### config.mk
export PLATFORM = sky130hd
export DESIGN_NAME = pim_lut_seq
export DESIGN_NICKNAME = d
export VERILOG_FILES = /design/src/rtl/pim_lut_seq.sv
export SDC_FILE = /design/constraint.sdc
export NUM_CORES = 1
export LEC_CHECK = 0
export BUFFER_PORTS_ARGS = -buffer_cell sky130_fd_sc_hd__clkbuf_2
export CORE_AREA = 2 2 284 286
export DETAILED_ROUTE_END_ITERATION = 10
export DIE_AREA = 0 0 286 288
export GPL_TIMING_DRIVEN = 0
export PLACE_DENSITY = 0.48
export RECOVER_POWER = 50
export SLEW_MARGIN = 20
export SYNTH_ARGS = -nofsm -noshare
export SYNTH_HDL_FRONTEND = slang
export SYNTH_SLANG_ARGS = --single-unit
### constraint.sdc
create_clock -name clk -period 4.3 [get_ports clk]
set_input_delay 0.86 -clock clk [delete_from_list [all_inputs] [get_ports clk]]
set_output_delay 0.86 -clock clk [all_outputs]
set_load 0.1 [all_outputs]
### src/rtl/pim_lut_seq.sv
// Sequencer feeding the PIM LUT compare unit and the accumulator file.
// Define PIM_LUT_SEQ_SKIP_EN to scan only the accumulators selected by the mask.
module pim_lut_seq #(
    parameter int NUM_ACC = 16,
    parameter int IDX_W   = 4
) (
    input  logic                      clk,
    input  logic                      rst_x,
    input  logic                      i_start,
    input  logic [NUM_ACC*IDX_W-1:0]  i_acc_offset,
    input  logic [NUM_ACC-1:0]        i_acc_mask,
    input  logic                      i_abort,
    input  logic                      i_row_valid,
    output logic                      o_row_ready,
    input  logic [NUM_ACC*16-1:0]     i_row_data,
    output logic [NUM_ACC*16-1:0]     o_lut_data,
    output logic [NUM_ACC*IDX_W-1:0]  o_lut_offset,
    output logic [IDX_W-1:0]          o_acc_idx,
    input  logic [15:0]               i_lut_result,
    input  logic [NUM_ACC-1:0]        i_lut_result_en,
    output logic [NUM_ACC-1:0]        o_acc_wr_en,
    output logic [15:0]               o_acc_wr_data,
    output logic                      o_busy,
    output logic                      o_done
);

    typedef enum logic [2:0] {
        IDLE,
        WAIT_ROW,
        PRIME,
        SCAN,
        DONE
    } state_t;

    state_t               state;
    state_t               state_nx;
    logic [NUM_ACC-1:0]   mask;
    logic [IDX_W-1:0]     idx_nx;
    logic [IDX_W-1:0]     first_idx;
    logic [IDX_W-1:0]     next_idx;
    logic                 start_ok;
    logic                 accept;
    logic                 capture;
    logic                 last;

`ifdef PIM_LUT_SEQ_SKIP_EN
    logic [NUM_ACC-1:0]   pend;
    logic [NUM_ACC-1:0]   rest;

    // Lowest set bit wins, so the scan stays in ascending order.
    function automatic logic [IDX_W-1:0] pick_first(input logic [NUM_ACC-1:0] m);
        logic [IDX_W-1:0] r;
        r = '0;
        for (int i = NUM_ACC - 1; i >= 0; i--) begin
            if (m[i]) r = IDX_W'(i);
        end
        return r;
    endfunction

    assign rest      = pend & ~(NUM_ACC'(1) << o_acc_idx);
    assign last      = ~|rest;
    assign first_idx = pick_first(mask);
    assign next_idx  = pick_first(rest);
`else
    assign last      = (o_acc_idx == IDX_W'(NUM_ACC - 1));
    assign first_idx = '0;
    assign next_idx  = o_acc_idx + IDX_W'(1);
`endif

    assign start_ok    = (state == IDLE) && i_start && !i_abort;
    assign o_row_ready = (state == WAIT_ROW);
    assign o_busy      = (state != IDLE);
    assign o_done      = (state == DONE);

    always_ff @(posedge clk or negedge rst_x) begin
        if (!rst_x) state <= IDLE;
        else        state <= state_nx;
    end

    always_comb begin
        state_nx = state;
        idx_nx   = o_acc_idx;
        accept   = 1'b0;
        capture  = 1'b0;
        unique case (state)
            IDLE: begin
                if (start_ok) state_nx = (|i_acc_mask) ? WAIT_ROW : DONE;
            end
            WAIT_ROW: begin
                if (i_row_valid) begin
                    accept   = 1'b1;
                    state_nx = PRIME;
                    idx_nx   = first_idx;
                end
            end
            PRIME: state_nx = SCAN;
            SCAN: begin
                capture = 1'b1;
                if (last) state_nx = DONE;
                else      idx_nx   = next_idx;
            end
            DONE: state_nx = IDLE;
            default: state_nx = IDLE;
        endcase
        // Abort drops the row handshake and the write captured this cycle.
        if (i_abort && state != IDLE) begin
            state_nx = IDLE;
            idx_nx   = o_acc_idx;
            accept   = 1'b0;
            capture  = 1'b0;
        end
    end

    always_ff @(posedge clk or negedge rst_x) begin
        if (!rst_x) begin
            o_lut_data    <= '0;
            o_lut_offset  <= '0;
            mask          <= '0;
            o_acc_idx     <= '0;
            o_acc_wr_en   <= '0;
            o_acc_wr_data <= '0;
        end else begin
            if (start_ok) begin
                o_lut_offset <= i_acc_offset;
                mask         <= i_acc_mask;
            end
            if (accept) o_lut_data <= i_row_data;
            o_acc_idx <= idx_nx;
            if (capture) begin
                o_acc_wr_data <= i_lut_result;
                o_acc_wr_en   <= i_lut_result_en & mask;
            end else begin
                o_acc_wr_en   <= '0;
            end
        end
    end

`ifdef PIM_LUT_SEQ_SKIP_EN
    always_ff @(posedge clk or negedge rst_x) begin
        if (!rst_x)       pend <= '0;
        else if (start_ok) pend <= i_acc_mask;
        else if (capture)  pend <= rest;
    end
`endif

endmodule

==> results.py <==
metrics = {
    "drt": {
        "first_pass_iters": 4,
        "vias_per_cell": 3.68,
        "wl_met1_mm": 16.2,
        "drt-total-wl_mm": 44.8,
        "ant_nets": 0,
        "routed-wl-met2_mm": 23.7,
        "vias": 9961,
        "wl_per_cell_um": 16.6,
        "drt_iter0_drc": 253,
        "top_layer_used": "met4",
        "drcViolationCount": 0,
        "wl_met3_mm": 3.88,
    },
    "cells_and_area": {
        "area_delta_synth_final_pct": 46.0,
        "drive_gt1_frac": 0.552,
        "final_util": 0.259,
        "multi_input_area_um2": 4340,
        "nNetsFinal": 1983,
        "regArea_um2": 9380,
        "fill_cells": 8437,
        "fin_cells": 2704,
        "n_antenna_cell": 0,
    },
    "logic_synthesis": {
        "synthFlopType": "dfrtp_1",
        "synth_warnings": 0,
        "synth_fp_nets": 1202,
        "synth-simple-area-share": 0.0212,
        "ys_seq_elements": 375,
        "synth_top_family_by_area": "multiplexers",
        "synth_most_common_cell": "dfrtp_1",
        "synth-compound-area-share": 0.00479,
        "synth_top_cell_by_area": "dfrtp_1",
        "synth_fa_ha_area_frac": 0.000887,
        "syn_inst": 828,
        "synth_common_cells": "375 x dfrtp_1, 229 x mux2_1, 123 x mux2_2",
        "synth_mux_area_frac": 0.281,
        "synthTopCellsByArea": "dfrtp_1 67%, mux2_1 18%, mux2_2 9.8%, buf_6 2.1%, and3_1 0.71%",
        "synth_cell_type_count": 30,
        "synth-xor-area-share": 0,
        "async_flop_share": 1.00,
        "yosysTopAreaCellShare": 0.665,
        "syn_area_um2": 14100,
        "synth_edf_count": 0,
        "avgSynthCellArea_um2": 17.0,
        "synth_seq_area_share": 0.665,
    },
    "floorplan": {
        "io_pins": 732,
        "initial_core_util": 0.177,
        "die_h_um": 288,
        "die_x_um": 286,
        "core_um2": 79600,
        "die_area_um2": 82400,
        "rows": 104,
    },
    "global_route": {
        "grt_max_degree": 91,
        "grt_pass1_wl_mm": 65.9,
        "grt.overflow.total": 0,
        "grt_util_all_layers": 0.104,
        "grt_pass1_vias": 10800,
        "antenna_found_initial": 1,
    },
    "setup_path": {
        "critPathMaxFanout": 10,
        "crit_buf_inv": 3,
        "cp.required_ns": 4.73,
        "criticalPathCategory": "reg -> reg",
        "crit_slowest_cell": "nor4_4",
        "critPathCaptureType": "register",
        "cp_cell_sequence": "clkbuf_1 > nor4_4 > clkbuf_1 > clkbuf_1 > mux2_1",
        "worst_setup_path_start_kind": "register",
        "cpLargestDelayFamily": "buffers and inverters",
        "slowest_delay_ns": 0.68,
        "worstPathArrival_ns": 3.45,
        "path_common_cell": "clkbuf_1",
    },
    "place": {
        "dp_hpwl_mm": 35.8,
        "portBuffers": 730,
        "place_congestion": 0.794,
        "placedCellCount": 2623,
    },
    "sta": {
        "skew_ns": 0.00956,
        "hold_viol_final": 0,
        "maxSlewViolCount": 28,
        "max_slew_margin": -0.251,
        "worstMarginPinSlew_ns": 1.88,
        "period_needed_ns": 3.02,
        "rsz0062_at_grt": "no",
        "max_freq_mhz": 332,
        "period_share": 0.701,
        "setup_viol": 0,
    },
    "clock_tree": {
        "h-tree-depth": 2,
        "cts_tree": "yes",
        "holdBufCountCts": 0,
        "root_buffer": "clkbuf_16",
        "insertion_delay_ns": 0.56,
        "cts_sinks": 375,
        "post_cts_resized": 0,
        "clk_path_buf_depth": 3,
        "post_cts_buffers": 0,
        "cts_buffers": 44,
        "cts.clk_slew.worst_paths_ns": 0.06,
    },
    "outcome": {
        "violations": "capacitance limit, slew limit",
        "status": "finished, violations left",
    },
    "job": {
        "max_cap_viol_count": 1,
    },
    "hold_path": {
        "hold_class": "reg -> reg",
    },
}
cell families after synthesis:
family | after synthesis
buffers and inverters | 43
multiplexers | 352
flip-flops | 375
AO/OA/AOI/OAI | 10
AND/OR/NAND/NOR | 47
adder cells (fa/ha/maj) | 1
flip-flops by register name, summed over array words and instances (netlist names):
name / flops
state: 3
o_lut_offset: 64
o_lut_data: 256
o_acc_idx: 4
o_acc_wr_en: 16
o_acc_wr_data: 16
mask: 16
per-layer routing:
| layer | track usage | up-vias |
|---|---|---|
| met1 | 0.112 | 4973 |
| met5 | 0 | - |
| met3 | 0.0351 | 64 |
| met2 | 0.191 | 422 |
| met4 | 0.0302 | 0 |
| li1 | - | 4502 |
worst register-to-register path: stages (launching register included):
cell	delay (ns)
dfrtp_1	0.36
clkbuf_1	0.23
nor4_4	0.69
clkbuf_1	0.68
clkbuf_1	0.55
mux2_1	0.39
worst paths after layout:
check | start | to | cells past startpoint | slack [ns]
setup / recovery | state[2] | o_lut_data[148] | 5 | 1.28
hold / removal | o_lut_data[225] | o_lut_data[225] | 1 | 0.48
setup reg to reg | state[2] | o_lut_data[148] | 5 | 1.28
hold reg to reg | o_lut_data[225] | o_lut_data[225] | 1 | 0.48
max in group asynchronous | rst_x | o_lut_data[246] | 3 | 1.75
min in group asynchronous | rst_x | o_lut_data[224] | 1 | 0.82
stage by stage:
| stage | hold slack [ns] | setup TNS, ns | instance area [µm²] | setup WS, ns |
|---|---|---|---|---|
| floorplan | 0.471 | 0 | 14100 | 0.643 |
| global route | 0.470 | 0 | 20600 | 0.961 |
| CTS | 0.157 | 0 | 20700 | 1.47 |
| detailed placement | 0.474 | 0 | 19200 | 1.25 |
| finish | 0.483 | 0 | 20600 | 1.28 |
| global placement | 0.467 | -2250.80 | 19100 | -6.07 |
cell usage in the layout (no fill, tap or decap), types with 8 or more instances in the layout:
| cell type | synthesis | layout |
|---|---|---|
| clkbuf_1 | 3 | 77 |
| and3_1 | 16 | 16 |
| clkbuf_16 | 0 | 44 |
| dfrtp_1 | 375 | 375 |
| buf_6 | 26 | 20 |
| mux2_1 | 229 | 229 |
| clkinv_2 | 0 | 8 |
| clkbuf_8 | 0 | 11 |
| mux2_2 | 123 | 123 |
| clkbuf_2 | 0 | 682 |
area by class of cell:
| class | count | share of cell area |
|---|---|---|
| timing repair buffer | 735 | 0.180 |
| sequential | 375 | 0.456 |
| clock inverter | 16 | 0.0108 |
| tap | 1060 | 0.0644 |
| buffer | 43 | 0.0154 |
| multi-input combinational | 410 | 0.211 |
| clock buffer | 65 | 0.0626 |
Power is not shown: default switching activity piles up to over one toggle a cycle in this logic, so the estimate is an artifact.
